<file path="src/rtl/ahb_isp_job_ctrl_if.sv">
// AHB-Lite slave-side bundle for the ISP job controller.
interface ahb_isp_job_ctrl_if;
    logic        HSEL;
    logic        HWRITE;
    logic        HREADY;
    logic [31:0] HADDR;
    logic [31:0] HWDATA;
    logic [1:0]  HTRANS;
    logic [2:0]  HSIZE;
    logic [31:0] HRDATA;
    logic        HREADYOUT;

    modport slave (
        input  HSEL, HWRITE, HREADY, HADDR, HWDATA, HTRANS, HSIZE,
        output HRDATA, HREADYOUT
    );
    modport master (
        output HSEL, HWRITE, HREADY, HADDR, HWDATA, HTRANS, HSIZE,
        input  HRDATA, HREADYOUT
    );
endinterface

</file>
<file path="src/rtl/ahb_isp_job_ctrl.sv">
// AHB-Lite register file with NUM_CH frame-buffer descriptors and a job FSM.
// Optional watchdog on the DRAIN phase is built when ISP_TIMEOUT_EN is defined.
module ahb_isp_job_ctrl #(
    parameter int NUM_CH = 4,
    parameter int DIM_W  = 12,
    parameter int ADDR_W = 32,
    parameter int TO_W   = 16,
    localparam int CH_W  = (NUM_CH > 1) ? $clog2(NUM_CH) : 1
) (
    input  logic                  HCLK,
    input  logic                  HRESETn,
    ahb_isp_job_ctrl_if.slave     ahb,
    input  logic                  fifo_empty,
    output logic                  fifo_rd,
    input  logic                  dp_dout_en,
    output logic [DIM_W-1:0]      cfg_h_active,
    output logic [DIM_W-1:0]      cfg_v_active,
    output logic [3:0]            cfg_bayer,
    output logic                  cfg_bypass,
    output logic [CH_W-1:0]       cfg_ch,
    output logic [ADDR_W-1:0]     fb_addr_out,
    output logic                  isp_int
);
    localparam int CNT_W = 2 * DIM_W;
    localparam logic [8:0] NCH9 = 9'(NUM_CH);

    typedef enum logic [1:0] {IDLE = 2'd0, RUN = 2'd1, DRAIN = 2'd2} state_t;
    state_t state, state_nxt;

    logic              acc_q, wr_q;
    logic [11:2]       addr_q;
    logic              bypass_r, irq_en, done, err, to_flag, to_hit;
    logic [3:0]        bayer_r;
    logic [CH_W-1:0]   ch_r, last_ch;
    logic [NUM_CH-1:0][DIM_W-1:0]  ch_h, ch_v;
    logic [NUM_CH-1:0][ADDR_W-1:0] ch_base;
    logic [CNT_W-1:0]  total, in_cnt, out_cnt, in_nxt, out_nxt;
    logic [ADDR_W-1:0] base_l;
    logic [DIM_W-1:0]  sel_h, sel_v;
    logic [ADDR_W-1:0] sel_base;
    logic              set_done, set_err, unused_bits;

    assign unused_bits = ^{ahb.HADDR[31:12], ahb.HADDR[1:0], ahb.HSIZE, ahb.HTRANS[0], ahb.HWDATA};

    // Address phase is registered; the write commits with HWDATA one cycle later.
    always_ff @(posedge HCLK or negedge HRESETn) begin
        if (!HRESETn) begin
            acc_q  <= 1'b0;
            wr_q   <= 1'b0;
            addr_q <= '0;
        end else begin
            acc_q  <= ahb.HSEL & ahb.HREADY & ahb.HTRANS[1];
            wr_q   <= ahb.HWRITE;
            addr_q <= ahb.HADDR[11:2];
        end
    end

    logic       wr_en, rd_en, is_ctrl, is_stat, is_cnt, ch_valid;
    logic [9:0] ch_word;
    assign wr_en    = acc_q & wr_q;
    assign rd_en    = acc_q & ~wr_q;
    assign is_ctrl  = (addr_q == 10'h000);
    assign is_stat  = (addr_q == 10'h001);
    assign is_cnt   = (addr_q == 10'h002);
    assign ch_word  = addr_q - 10'd4;
    assign ch_valid = (addr_q >= 10'd4) && (ch_word[9:1] < NCH9);

    logic start_pulse, abort_pulse, start_ok, start_bad, clr_done, clr_err, clr_to;
    assign start_pulse = wr_en & is_ctrl & ahb.HWDATA[0];
    assign abort_pulse = wr_en & is_ctrl & ahb.HWDATA[2];
    assign clr_done    = wr_en & is_stat & ahb.HWDATA[8];
    assign clr_err     = wr_en & is_stat & ahb.HWDATA[9];
    assign clr_to      = wr_en & is_stat & ahb.HWDATA[10];

    // Descriptor selected by the CH field of the same CTRL write that carries START.
    always_comb begin
        sel_h    = '0;
        sel_v    = '0;
        sel_base = '0;
        for (int c = 0; c < NUM_CH; c++) begin
            if (ahb.HWDATA[8 +: CH_W] == CH_W'(c)) begin
                sel_h    = ch_h[c];
                sel_v    = ch_v[c];
                sel_base = ch_base[c];
            end
        end
    end

    assign start_ok  = start_pulse && (state == IDLE) && (sel_h != '0) && (sel_v != '0);
    assign start_bad = start_pulse && (state == IDLE) && !((sel_h != '0) && (sel_v != '0));

    logic in_inc, out_inc, abort_evt;
    assign fifo_rd   = (state == RUN);
    assign in_inc    = fifo_rd & ~fifo_empty;
    assign out_inc   = dp_dout_en & (state != IDLE);
    assign in_nxt    = in_cnt + 1'b1;
    assign out_nxt   = out_cnt + 1'b1;
    assign abort_evt = (abort_pulse & (state != IDLE)) | to_hit;

    always_ff @(posedge HCLK or negedge HRESETn) begin
        if (!HRESETn) state <= IDLE;
        else          state <= state_nxt;
    end

    // Abort has priority over every completion path.
    always_comb begin
        state_nxt = state;
        set_done  = 1'b0;
        set_err   = 1'b0;
        case (state)
            IDLE: begin
                if (start_ok)  state_nxt = RUN;
                if (start_bad) set_err   = 1'b1;
            end
            RUN: begin
                if (abort_evt) begin
                    state_nxt = IDLE;
                    set_err   = 1'b1;
                end else if (out_inc && out_nxt == total &&
                             (in_cnt == total || (in_inc && in_nxt == total))) begin
                    state_nxt = IDLE;
                    set_done  = 1'b1;
                end else if (in_inc && in_nxt == total) begin
                    state_nxt = DRAIN;
                end
            end
            DRAIN: begin
                if (abort_evt) begin
                    state_nxt = IDLE;
                    set_err   = 1'b1;
                end else if (out_inc && out_nxt == total) begin
                    state_nxt = IDLE;
                    set_done  = 1'b1;
                end
            end
            default: state_nxt = IDLE;
        endcase
    end

`ifdef ISP_TIMEOUT_EN
    logic [TO_W-1:0] wd;
    always_ff @(posedge HCLK or negedge HRESETn) begin
        if (!HRESETn)                 wd <= '0;
        else if (start_ok | dp_dout_en) wd <= '0;
        else if (state == DRAIN)      wd <= wd + 1'b1;
    end
    assign to_hit = (state == DRAIN) && (&wd);
    always_ff @(posedge HCLK or negedge HRESETn) begin
        if (!HRESETn) to_flag <= 1'b0;
        else          to_flag <= (to_flag & ~clr_to) | to_hit;
    end
`else
    logic [TO_W-1:0] to_unused;
    logic            clr_to_unused;
    assign to_unused     = '0;
    assign clr_to_unused = clr_to;
    assign to_hit        = 1'b0;
    assign to_flag       = 1'b0;
`endif

    always_ff @(posedge HCLK or negedge HRESETn) begin
        if (!HRESETn) begin
            bypass_r <= 1'b0;
            irq_en   <= 1'b0;
            bayer_r  <= '0;
            ch_r     <= '0;
            last_ch  <= '0;
            done     <= 1'b0;
            err      <= 1'b0;
            for (int c = 0; c < NUM_CH; c++) begin
                ch_h[c]    <= DIM_W'(16);
                ch_v[c]    <= DIM_W'(16);
                ch_base[c] <= '0;
            end
            total        <= '0;
            in_cnt       <= '0;
            out_cnt      <= '0;
            base_l       <= '0;
            cfg_h_active <= '0;
            cfg_v_active <= '0;
            cfg_bayer    <= '0;
            cfg_bypass   <= 1'b0;
            cfg_ch       <= '0;
        end else begin
            if (wr_en && is_ctrl) begin
                bypass_r <= ahb.HWDATA[1];
                irq_en   <= ahb.HWDATA[3];
                bayer_r  <= ahb.HWDATA[7:4];
                ch_r     <= ahb.HWDATA[8 +: CH_W];
            end
            for (int c = 0; c < NUM_CH; c++) begin
                if (wr_en && ch_valid && ch_word[9:1] == 9'(c)) begin
                    if (ch_word[0]) ch_base[c] <= ADDR_W'(ahb.HWDATA);
                    else begin
                        ch_h[c] <= ahb.HWDATA[DIM_W-1:0];
                        ch_v[c] <= ahb.HWDATA[16 +: DIM_W];
                    end
                end
            end
            done <= (done & ~clr_done) | set_done;
            err  <= (err & ~clr_err) | set_err;
            if (start_pulse && state == IDLE) last_ch <= ahb.HWDATA[8 +: CH_W];
            if (start_ok) begin
                total        <= CNT_W'(sel_h) * CNT_W'(sel_v);
                in_cnt       <= '0;
                out_cnt      <= '0;
                base_l       <= sel_base;
                cfg_h_active <= sel_h;
                cfg_v_active <= sel_v;
                cfg_bayer    <= ahb.HWDATA[7:4];
                cfg_bypass   <= ahb.HWDATA[1];
                cfg_ch       <= ahb.HWDATA[8 +: CH_W];
            end else begin
                if (in_inc)  in_cnt  <= in_nxt;
                if (out_inc) out_cnt <= out_nxt;
            end
        end
    end

    assign fb_addr_out   = base_l + ADDR_W'(out_cnt);
    assign isp_int       = irq_en & (done | err);
    assign ahb.HREADYOUT = 1'b1;

    always_comb begin
        ahb.HRDATA = '0;
        if (rd_en) begin
            if (is_ctrl) begin
                ahb.HRDATA[1]           = bypass_r;
                ahb.HRDATA[3]           = irq_en;
                ahb.HRDATA[7:4]         = bayer_r;
                ahb.HRDATA[8 +: CH_W]   = ch_r;
            end else if (is_stat) begin
                ahb.HRDATA[1:0]   = state;
                ahb.HRDATA[8]     = done;
                ahb.HRDATA[9]     = err;
                ahb.HRDATA[10]    = to_flag;
                ahb.HRDATA[15:12] = 4'(last_ch);
            end else if (is_cnt) begin
                ahb.HRDATA = 32'(out_cnt);
            end else if (ch_valid) begin
                for (int c = 0; c < NUM_CH; c++) begin
                    if (ch_word[9:1] == 9'(c)) begin
                        if (ch_word[0]) ahb.HRDATA = 32'(ch_base[c]);
                        else            ahb.HRDATA = 32'(ch_h[c]) | (32'(ch_v[c]) << 16);
                    end
                end
            end
        end
    end
endmodule
</file>
<file path="src/flat_wrapper.sv">
// flat-port wrapper written by rule: the top's interface ports become plain ports
module ahb_isp_job_ctrl_flat 
#(
    parameter int NUM_CH = 4,
    parameter int DIM_W  = 12,
    parameter int ADDR_W = 32,
    parameter int TO_W   = 16,
    localparam int CH_W  = (NUM_CH > 1) ? $clog2(NUM_CH) : 1
)
  (HCLK, HRESETn, fifo_empty, fifo_rd, dp_dout_en, cfg_h_active, cfg_v_active, cfg_bayer, cfg_bypass, cfg_ch, fb_addr_out, isp_int, ahb_HSEL, ahb_HWRITE, ahb_HREADY, ahb_HADDR, ahb_HWDATA, ahb_HTRANS, ahb_HSIZE, ahb_HRDATA, ahb_HREADYOUT);
  ahb_isp_job_ctrl_if ahb_i ();
  input  logic HCLK;
  input  logic HRESETn;
  input  logic fifo_empty;
  output logic fifo_rd;
  input  logic dp_dout_en;
  output logic [DIM_W-1:0] cfg_h_active;
  output logic [DIM_W-1:0] cfg_v_active;
  output logic [3:0] cfg_bayer;
  output logic cfg_bypass;
  output logic [CH_W-1:0] cfg_ch;
  output logic [ADDR_W-1:0] fb_addr_out;
  output logic isp_int;
  input wire logic [$bits(ahb_i.HSEL)-1:0] ahb_HSEL;
  input wire logic [$bits(ahb_i.HWRITE)-1:0] ahb_HWRITE;
  input wire logic [$bits(ahb_i.HREADY)-1:0] ahb_HREADY;
  input wire logic [$bits(ahb_i.HADDR)-1:0] ahb_HADDR;
  input wire logic [$bits(ahb_i.HWDATA)-1:0] ahb_HWDATA;
  input wire logic [$bits(ahb_i.HTRANS)-1:0] ahb_HTRANS;
  input wire logic [$bits(ahb_i.HSIZE)-1:0] ahb_HSIZE;
  output wire logic [$bits(ahb_i.HRDATA)-1:0] ahb_HRDATA;
  output wire logic [$bits(ahb_i.HREADYOUT)-1:0] ahb_HREADYOUT;
  assign ahb_i.HSEL = ahb_HSEL;
  assign ahb_i.HWRITE = ahb_HWRITE;
  assign ahb_i.HREADY = ahb_HREADY;
  assign ahb_i.HADDR = ahb_HADDR;
  assign ahb_i.HWDATA = ahb_HWDATA;
  assign ahb_i.HTRANS = ahb_HTRANS;
  assign ahb_i.HSIZE = ahb_HSIZE;
  assign ahb_HRDATA = ahb_i.HRDATA;
  assign ahb_HREADYOUT = ahb_i.HREADYOUT;
  ahb_isp_job_ctrl #(.NUM_CH(NUM_CH), .DIM_W(DIM_W), .ADDR_W(ADDR_W), .TO_W(TO_W)) u_core (.HCLK(HCLK), .HRESETn(HRESETn), .ahb(ahb_i), .fifo_empty(fifo_empty), .fifo_rd(fifo_rd), .dp_dout_en(dp_dout_en), .cfg_h_active(cfg_h_active), .cfg_v_active(cfg_v_active), .cfg_bayer(cfg_bayer), .cfg_bypass(cfg_bypass), .cfg_ch(cfg_ch), .fb_addr_out(fb_addr_out), .isp_int(isp_int));
endmodule
</file>
<file path="config.mk">
export PLATFORM = sky130hd
export DESIGN_NAME = ahb_isp_job_ctrl_flat
export DESIGN_NICKNAME = d
export VERILOG_FILES = /design/src/rtl/ahb_isp_job_ctrl_if.sv /design/src/rtl/ahb_isp_job_ctrl.sv /design/src/flat_wrapper.sv
export SDC_FILE = /design/constraint.sdc
export NUM_CORES = 1
export LEC_CHECK = 0
export CAP_MARGIN = 5
export CELL_PAD_IN_SITES_DETAIL_PLACEMENT = 0
export CELL_PAD_IN_SITES_GLOBAL_PLACEMENT = 1
export CORE_MARGIN = 1.5
export CORE_UTILIZATION = 40
export DETAILED_ROUTE_END_ITERATION = 10
export PLACE_DENSITY = 0.75
export SETUP_SLACK_MARGIN = 0.5
export SYNTH_ARGS = -nofsm -noshare
export SYNTH_HDL_FRONTEND = slang
export SYNTH_SLANG_ARGS = --single-unit
</file>
<file path="constraint.sdc">
create_clock -name HCLK -period 18.7 [get_ports HCLK]
set_input_delay 1.87 -clock HCLK [delete_from_list [all_inputs] [get_ports HCLK]]
set_output_delay 1.87 -clock HCLK [all_outputs]
set_load 0.01 [all_outputs]
</file>
== Word level (Yosys, flattened, before mapping) ==
Index checks and enable logic that the tools add are counted.

* $add $sub $neg: 4
* Multiply operators: 1
* $lt $le $gt $ge: 2
* Equal/unequal tests: 16
* Multiplexer cells: 53
* Bitwise operators: 28
* Reduce and logical (&&, ||, !) cells: 36

{| class="wikitable"
|+ Operators by type and width
! kind !! count
|-
| 32-bit two-way mux || 15
|-
| 12-bit by 28-bit bitwise OR with 28-bit output || 4
|-
| 12-bit two-way mux || 8
|-
| 24-bit two-way mux || 4
|-
| 24-bit equality test || 3
|-
| 24-bit by 1-bit adder with 24-bit output, second input constant || 2
|-
| 32-bit by 24-bit adder with 32-bit output || 1
|-
| 12-bit by 12-bit multiplier with 24-bit output || 1
|-
| 12-bit nonzero test || 2
|-
| 22-bit two-way mux || 1
|-
| 9-bit by 2-bit equality test with 1-bit output, second input constant || 2
|-
| 1-bit bitwise AND || 16
|-
| 16-bit two-way mux || 1
|-
| 2-bit AND reduction || 8
|-
| 1-bit logical AND || 15
|-
| 2-bit two-way mux || 7
|-
| 10-bit by 1-bit equality test with 1-bit output, second input constant || 1
|-
| 10-bit by 2-bit equality test with 1-bit output, second input constant || 1
|-
| 10-bit by 3-bit greater-or-equal comparator with 1-bit output, second input constant || 1
|-
| 10-bit logical NOT || 1
|-
| 1-bit two-way mux || 10
|-
| 10-bit by 3-bit subtractor with 10-bit output, second input constant || 1
|-
| 9-bit by 1-bit equality test with 1-bit output, second input constant || 1
|-
| 9-bit logical NOT || 1
|-
| 20 further kinds || 33
|}

* Register bits after elaboration: 385
* Bits of input ports: 76
* Output and inout bits: 98
* Logic and storage cells: 172

== Logic depth before layout (Yosys ltp) ==
Gate-level depths: netlist of the first run.

* Word-level depth: 12
* Gate-level depth with buffers: 25
* Mapped depth without buffers: 22

== Worst setup path after synthesis of the first run ==
No wires, ideal clock.

* Path type: input to register
* Start point: input ahb_HWDATA[8]
* End point: register u_core.total[23]
* Library setup time: 0.127 ns
* Arrival time: 7.995 ns
* Required time: 18.573 ns
* Slack: 10.577 ns
* Stages: 22
* Buffers on the path: 3
* Path through: clkbuf_1 -> buf_2 -> mux4_2 -> clkbuf_1 -> nand2_1 -> fa_1 -> fa_1 -> fa_1 -> inv_1 -> fa_1 -> inv_1 -> fa_1 -> inv_1 -> ha_1 -> a2111oi_0 -> a211o_1 -> a31oi_1 -> a2111oi_0 -> o21ai_0 -> a31oi_1 -> xnor2_1 -> o21ai_0

* Longest elaborated chain between the ends: 8
* Elaborated cells on any way between the ends: 17
* Those cells by class: 1 x mul; 3 x eq/ne; 8 x mux; 5 x reduce/logical

{| class="wikitable"
|+ RTL lines
! item !! line !! text
|-
| from (decl) || flat_wrapper.sv:28 || <nowiki>input wire logic [$bits(ahb_i.HWDATA)-1:0] ahb_HWDATA;</nowiki>
|-
| parallel branches: the longest is 8 deep, another holds 12-bit by 12-bit multiplier with 24-bit output || - ||
|-
| to (signal assigned) || ahb_isp_job_ctrl.sv:204 || <nowiki>total <= CNT_W'(sel_h) * CNT_W'(sel_v);</nowiki>
|-
| to (decl) || ahb_isp_job_ctrl.sv:37 || <nowiki>logic [CNT_W-1:0] total, in_cnt, out_cnt, in_nxt, out_nxt;</nowiki>
|}

Parallel ways; which one is timed is not known.
A chain may end at the register's enable or synchronous reset.

== Final worst setup path of the first run ==
Same ends and word-level chain as after synthesis.

==> impl_summary.md, run 1 <==
Finish
The final net count is 2,849. After filler insertion, the fill cell instance count of the layout stands at 5,944. Summing all multi-input logic gate instances after layout gives 15,500 um2. In the final layout, the share of cells above drive strength 1 is 0.180. The area growth from synthesis to final layout is 13.8%. The footprint of the flip-flops and latches is 9650 um2.

STA
The headroom to the max-slew limit is 0.293. For the final database, setup skew stands at 57.3 ps. The count of final max-slew check failures is 0. The final count of hold timing violations was 0.

Setup repair after global routing left no endpoint under its margin. The slew at the pin with the worst max-slew slack is 1060 ps. Setup slack closes at 9810 ps. Setup violations remaining at the end of the flow were counted as 0. Setup total negative slack on the finished layout was measured at 0 ps. The part of the cycle the worst path needs is 0.475. The time the final worst path needs with I/O delays and setup is 8890 ps. Derived from the worst setup path, the maximum achievable clock frequency is 0.112 GHz.

Global route
In the global route stage, met1 resource usage came out at 0.318. The maximum number of pins on one net before global-route repair is 103. The number of antenna violations at the first check in global routing is 3. For this run, global-route usage on met2 was measured as 0.366. The via count of the first global-routing pass is 20,300. The met3 track utilization from global routing is 0.0371.

The remaining global-route overflow is 0. The first global-routing pass estimated 120 mm of wire. Across every metal layer, demand over resource in global routing totals 0.230.

After global routing, the most crowded layer is met2.

Hold path
The worst hold path begins at u_core.cfg_h_active[0]$_DFFE_PN0P_. The tightest min-delay check is of the flop to flop type. The worst hold path passes through 2 cells.

Clock network
The CTS tree is yes. Clock-pin slew was measured on the worst setup and hold paths at 60 ps. The H-tree generated during clock tree synthesis spans 2 levels. The hold buffer count at CTS is 0.

Clock latency on the worst-skew pair, taken at its later pin, is 620 ps. The cell at the root of the clock tree is clkbuf_16. The number of gates given a new drive strength after cts is 0. The number of setup buffers added after CTS is 0.

Clock tree synthesis found a total of 385 sinks. The largest buffer count on any clock path is 3. The number of buffers created by CTS is 47.

Power
Of the total power, the share spent switching nets is 0.340. The worst-case IR drop observed on VDD is 0.0000710 V. The analysis attributes to cell leakage a power of 13.5 nW. The internal portion of total power is 1.75 mW. The clock network fraction of design power is 0.354. The combinational power share is 0.298. The share of power burned in registers is 0.348.

The cell area power density is 88.4 nW/um2. The analysis attributes to net switching a power of 903 uW.

Floorplan
The row count is 93. The region available for standard cell placement spans 64,800 um2. The number of placed I/O pins is 174. The die is 260 um wide. The height of the chip is 260 um. The starting density of the core is 0.407. The area of the die is 67,500 um2.

Setup path
The critical path startpoint category is an input pin. The worst setup path category is input pin to flop. The arrival time at the worst endpoint is 9320 ps. The biggest cell delay along the critical path is 810 ps. The worst setup path is captured at a flop. In this run the critical register-to-register path is launched from u_core.ch_v[16]$_DFFE_PN1P_. The required arrival time at the worst endpoint is 19,130 ps. The maximum net fanout on the critical path is 35. The most numerous cell type found on the critical path is fa_1.

Counting buffers and inverters, the worst setup path is 21 cells deep. Grouping stages by cell kind, the critical path spends the most delay in adder cells. The worst reg-to-reg path cell count is 19. The number of buffers and inverters on the critical path is 5. The slowest stage of the critical path belongs to the cell mux4_2. The first element of the critical path is ahb_HWDATA[8]. The signal on the critical path passes through buf_4 > buf_4 > mux4_2 > nand2_1 > fa_1 > fa_1 > fa_1 > inv_1 > fa_1 > inv_1 > fa_1 > inv_1 > ha_1 > a2111oi_0 > a211o_1 > a31oi_1 > a2111oi_0 > o21ai_0 > a31oi_1 > xnor2_1 > o21ai_0.

Yosys
The sequential-to-total area share from yosys stat is 0.365. The register bit count reported by yosys is 385. The predominant post-synthesis flop cell is dfrtp_1.

Counting every net in the synthesized netlist gives 2,797. In the synthesized netlist, the number of instances is 2,526. Counting distinct cell types in the post-synthesis netlist gives 85. The count of yosys warnings during synthesis is 0. Of all flip-flops after synthesis, the portion carrying an async set or reset was 1.00.

The mapped netlist covers 26,400 um2. In this run, synthesis inferred 0 flip-flops with an integrated enable. The average instance in the mapped netlist occupies 10.4 um2.

Flow run
Max-cap violations in this run came to 0.

Place
The HPWL after detailed placement is 54.2 mm. Before CTS, the worst setup slack after placement is 9150 ps. The global placer's final weighted congestion is 0.938.

The count of input and output buffers is 146.

Routing
Dividing the detail-routed via count by the number of cells gives 5.71. Summing over every cut layer, the via total after detailed routing is 19,800. The post-detailed-routing wire length is 77.0 mm.

The first-pass iteration count of the detailed router is 6. Dividing the detail-routed wire length by the instance count gives 22.2 um. The residual DRC count is 0.

After the first detailed-routing iteration, the DRC count stood at 1,576. Once detail routing completed, the nets flagged for antenna violations numbered 0.

Outcome
The run finished with clean final reports.
## synthesized netlist by cell type, types with 33 or more instances
cell | count | area share
xor2_1 | 59 | 0.020
xnor2_1 | 86 | 0.029
nor2_1 | 127 | 0.018
nand2_1 | 414 | 0.059
and2_1 | 74 | 0.018
ha_1 | 94 | 0.045
mux4_2 | 103 | 0.088
clkbuf_1 | 91 | 0.013
o21ai_0 | 66 | 0.013
nand3_1 | 42 | 0.0080
inv_1 | 164 | 0.023
a21oi_1 | 45 | 0.0085
fa_1 | 101 | 0.077
and3_1 | 33 | 0.0078
buf_2 | 34 | 0.0064
dfrtp_1 | 377 | 0.36
mux2_2 | 221 | 0.094
## through the flow
step	power [mW]	instance area, um2	util	instances	hold WS [ps]
6_report	2.65	30000	0.463	3475	473
2_1_floorplan	1.49	26400	-	2526	446
5_1_grt	2.81	30000	0.463	3473	490
3_3_place_gp	1.72	28400	0.438	3384	461
3_5_place_dp	1.73	28400	0.438	3384	463
4_1_cts	2.68	30000	0.463	3472	477
## worst min-delay path: stages (launching register included)
cell and delay (ps):
dfrtp_1 330, nand2_1 50, nand2_1 60
## flip-flops by register name, summed over array words and instances, names as in the netlist, 4 cells and up
signal and flops:
u_core.ch_h 48, u_core.ch_base 128, u_core.cfg_v_active 12, u_core.base_l 32
u_core.out_cnt 24, u_core.addr_q 10, u_core.total 24, u_core.bayer_r 4
u_core.cfg_bayer 4, u_core.ch_v 48, u_core.cfg_h_active 12, u_core.in_cnt 24
## cell families (layout without fill, tap and decap cells)
kind of cell | Yosys count | count (layout) | synth area share
AO/OA/AOI/OAI | 281 | 281 | 0.0719
other | 1 | 4 | 0.000142
XOR/XNOR | 145 | 145 | 0.0481
AND/OR/NAND/NOR | 842 | 842 | 0.150
flip-flops | 385 | 385 | 0.365
multiplexers | 352 | 352 | 0.193
adder cells (fa/ha/maj) | 195 | 195 | 0.121
buffers and inverters | 325 | 416 | 0.0503
## power groups by stage
stage / Clock [mW] / Combinational [mW] / Sequential, mW
global placement: 0 / 0.785 / 0.932
floorplan: 0 / 0.594 / 0.899
detailed placement: 0 / 0.796 / 0.935
finish: 0.939 / 0.792 / 0.922
CTS: 0.958 / 0.801 / 0.920
global route: 0.991 / 0.894 / 0.926
## layout by cell type (no fill, tap or decap), types with 7 or more instances in the layout
| cell | n |
|---|---|
| clkbuf_8 | 9 |
| nand4_1 | 27 |
| buf_4 | 19 |
| nand2_1 | 413 |
| nor4_1 | 20 |
| a22oi_1 | 27 |
| nor2_1 | 127 |
| xnor2_1 | 86 |
| mux4_2 | 103 |
| o22ai_1 | 8 |
| clkbuf_16 | 47 |
| fa_1 | 101 |
| and3_1 | 30 |
| nor3_1 | 28 |
| and2_1 | 74 |
| nand3_1 | 37 |
| a211o_1 | 7 |
| mux2_2 | 221 |
| a21o_1 | 10 |
| and4_1 | 8 |
| a21oi_1 | 45 |
| nand2b_1 | 14 |
| o21a_1 | 15 |
| o211ai_1 | 10 |
| xor2_1 | 59 |
| clkinv_2 | 13 |
| a31oi_1 | 12 |
| clkdlybuf4s50_1 | 143 |
| or3_1 | 11 |
| nor2b_1 | 12 |
| mux2i_1 | 23 |
| a211oi_1 | 17 |
| dfrtp_1 | 375 |
| o21ai_0 | 66 |
| dfstp_2 | 8 |
| ha_1 | 94 |
| inv_1 | 164 |
## final timing paths
check | to | slack (ps)
max in group asynchronous | u_core.cfg_h_active[2]$_DFFE_PN0P_ | 14070
min reg2reg | u_core.cfg_h_active[0]$_DFFE_PN0P_ | 470
max | u_core.total[23]$_DFFE_PN0P_ | 9810
max reg2reg | u_core.total[23]$_DFFE_PN0P_ | 11960
min in group asynchronous | u_core.base_l[21]$_DFFE_PN0P_ | 1300
min | u_core.cfg_h_active[0]$_DFFE_PN0P_ | 470
## per-layer routing
| metal | wire [um] | up-vias |
|---|---|---|
| met3 | 4470 | 132 |
| met5 | 0 | - |
| met1 | 34100 | 10200 |
| met2 | 36100 | 591 |
| met4 | 2400 | 0 |
| li1 | - | 8870 |
## final cells by class
class,instances,share of cell area
clock inverter,28,0.00996
clock buffer,60,0.0438
multi-input combinational,1816,0.515
timing repair buffer,164,0.0531
tap,855,0.0356
antenna,3,0.000250
inverter,164,0.0205
sequential,385,0.322
Power figures use the tool's default switching activity.
==> run 2: changes to the inputs <==
clock period = 8.8 ns   (was 18.7 ns; I/O delays follow)
==> impl_summary.md, run 2 (synthesized netlist as in run 1, its figures left out) <==
Outcome
Result of the run: finished clean (unchanged).

Setup path
The worst setup path category is input pin to flop (unchanged). The arrival time at the worst endpoint is 7660 ps (was 9320 ps). The critical path startpoint category was an input pin (unchanged). The worst reg-to-reg setup slack came to 1970 ps (was 11,960 ps). The launch point of the worst reg-to-reg path is u_core.ch_v[41]$_DFFE_PN0P_ (was u_core.ch_v[16]$_DFFE_PN1P_). The endpoint class of the critical path is a flop (unchanged). The maximum net fanout on the critical path is 19 (was 35). The worst reg-to-reg path cell count is 19 (unchanged). The required arrival time at the worst endpoint is 9210 ps (was 19,130 ps). The reg-to-reg endpoint is u_core.total[23]$_DFFE_PN0P_ (unchanged).

Finish
Leading cell types in the layout, fill and taps excluded: 413 x nand2_1, 375 x dfrtp_1, 221 x mux2_2, 164 x inv_1, 143 x clkdlybuf4s50_1 (unchanged). The count of fill cells added during filler insertion came to 5,946 (was 5,944). The area growth from synthesis to final layout was 14.1% (was 13.8%).

The most flop-heavy register is u_core.ch_base (unchanged). The flip-flop count of the largest register after layout is 128 (unchanged). The leading cell type in the layout, fill and taps excluded is nand2_1 (unchanged). The share of layout cells above drive strength 1 is 0.181 (was 0.180).

Top Registers: u_core.ch_base: 128 flops, u_core.ch_h: 48 flops, u_core.ch_v: 48 flops (unchanged). The final net count is 2,860 (was 2,849).

Clock network
The number of buffers created by CTS is 47 (unchanged). The insertion delay of the later-clocked pin in the worst-skew pair was 620 ps (about the same). The clock edge transition at the registers on the reported setup and hold paths is 50 ps (was 60 ps). The largest buffer count on any clock path came to 3 (unchanged). The number of gates given a new drive strength after cts is 0 (unchanged).

The clock sink count was 385 (unchanged). The number of setup buffers added after CTS is 0 (unchanged). The number of H-tree branching levels came to 2 (unchanged). The cell at the root of the clock tree was clkbuf_16 (unchanged). The CTS tree is yes (unchanged).

The hold buffer count at CTS is 0 (unchanged).

Routing
The first-pass iteration count of the detailed router was 5 (was 6). The post-detailed-routing wire length is 78.0 mm (was 77.0 mm). The remaining antenna violation count is 0 (unchanged). The residual DRC count is 0 (unchanged). The violation count after the first detailed-route iteration came to 1,383 (was 1,576). The average vias per placed instance is 5.68 (was 5.71). The per-cell routed wire length is 22.4 um (was 22.2 um).

The via count was 19,800 (about the same).

Power
The cell area power density came to 188 nW/um2 (was 88.4 nW/um2). The combinational power share is 0.302 (was 0.298). The total design power is 5.67 mW (was 2.65 mW).

The switching power as a share of total power was 0.338 (was 0.340). The leakage power summed over all cells was 13.6 nW (was 13.5 nW). The maximum vdd ir drop came to 0.000138 V (was 0.0000710 V). The clock network fraction of design power is 0.352 (was 0.354).

The share of power burned in registers came to 0.346 (was 0.348). The reported net switching power came to 1.92 mW (was 903 uW). The internal portion of total power is 3.75 mW (was 1.75 mW).

Place
The pre-CTS setup slack is 958 ps (was 9150 ps). The count of input and output buffers is 146 (unchanged). The global placer's final weighted congestion came to 0.904 (was 0.938). The HPWL after detailed placement is 56.4 mm (was 54.2 mm).

Floorplan
The area of the die is 67,500 um2 (unchanged). The floorplan die width is 260 um (unchanged). The height of the chip is 260 um (unchanged). The row count was 93 (unchanged). The number of placed I/O pins is 174 (unchanged). The starting density of the core is 0.407 (unchanged).

The placeable core region is 64,800 um2 (unchanged).

STA
The slew at the pin with the worst max-slew slack is 1100 ps (was 1060 ps). The count of final max-slew check failures is 0 (unchanged). The worst path needs 7250 ps of the cycle, external delays included.

The setup TNS after final layout is 0 ps (unchanged). The maximum clock frequency is 0.138 GHz. The post-route clock skew is 63.6 ps (was 57.3 ps). The part of the cycle the worst path needs is 0.824. RSZ-0062 raised after global routing: false (unchanged). The final setup slack of the worst path came to 1550 ps (was 9810 ps).

The headroom to the max-slew limit was 0.266 (was 0.293). The total of endpoints with negative setup slack in the final report came to 0 (unchanged). The final count of hold timing violations is 0 (unchanged).

Global route
The number of antenna violations at the first check in global routing was 1 (was 3). The remaining global-route overflow is 0 (unchanged). The via count of the first global-routing pass is 20,400 (was 20,300). The maximum number of pins on one net before global-route repair was 185 (was 103).

The total routing usage reported by global routing is 0.233 (was 0.230). The global-route wire length before repair is 121 mm (was 120 mm).

Hold path
The type of the tightest min-delay check is input pin to async pin (was flop to flop).

Flow run
The total of max-cap violations was 0 (unchanged).
## run 2: cell count changes in the layout (fill, tap and decap cells not counted), sizes merged
cell / before / now
clkbuf: 60 / 70
buf: 21 / 32
clkinv: 16 / 9
inv: 168 / 167
diode: 3 / 1
clkinvlp: 5 / 1
## run 2: critical path: stages
cell	delay, ps
buf_4	370
buf_4	320
mux4_2	760
nand2_1	170
fa_1	440
fa_1	400
inv_1	80
fa_1	430
fa_1	550
inv_1	50
fa_1	480
inv_1	40
ha_1	230
a2111oi_0	600
a211o_1	240
a31oi_1	170
a2111oi_0	730
o21ai_0	220
a31oi_1	230
xnor2_1	140
o21ai_0	80
## run 2: cell type report
cell class              instances  area, um2  share of cell area
flip-flops and latches        385       9650               0.320
diodes                          1       2.50           0.0000831
multi-input cells            1816      15500               0.513
repair buffers                175       1700              0.0565
well taps                     855       1070              0.0355
clock inverters                16        230             0.00764
clock buffers                  70       1380              0.0459
inverters                     164        616              0.0204
## run 2: how the worst max path moves through the flow
stage | from | to | slack [ps] | depth (start not counted)
after CTS | ahb_HWDATA[8] | u_core.total[23]$_DFFE_PN0P_ | 1530 | 21
after global routing | ahb_HWDATA[8] | u_core.total[23]$_DFFE_PN0P_ | 990 | 21
after global placement | ahb_HWDATA[8] | u_core.total[23]$_DFFE_PN0P_ | 1090 | 21
final | ahb_HWDATA[8] | u_core.total[23]$_DFFE_PN0P_ | 1550 | 21
after floorplan | ahb_HWDATA[8] | u_core.total[23]$_DFFE_PN0P_ | 1670 | 22
after detailed placement | ahb_HWDATA[8] | u_core.total[23]$_DFFE_PN0P_ | 960 | 21
## run 2: power groups by stage
stage,combinational [mW],sequential [mW],clock [mW]
global placement,1.69,1.98,0
global route,1.94,1.97,2.11
CTS,1.73,1.96,2.03
detailed placement,1.71,1.99,0
floorplan,1.26,1.91,0
finish,1.71,1.96,1.99
## run 2: per-stage QoR
stage / area, um2 / hold slack, ps / utilization / std cells
6_report: 30100 / 296 / 0.465 / 3482
5_1_grt: 30100 / 329 / 0.465 / 3482
4_1_cts: 30100 / 307 / 0.465 / 3481
3_5_place_dp: 28500 / 463 / 0.440 / 3395
3_3_place_gp: 28500 / 457 / 0.440 / 3395
2_1_floorplan: 26400 / 446 / - / 2526
## run 2: metal layers
layer,GRT usage,up-vias,share of wire
met4,0.0806,0,0.033
met3,0.0343,117,0.055
met2,0.372,564,0.47
met1,0.324,10200,0.44
met5,0,-,0
li1,-,8869,-
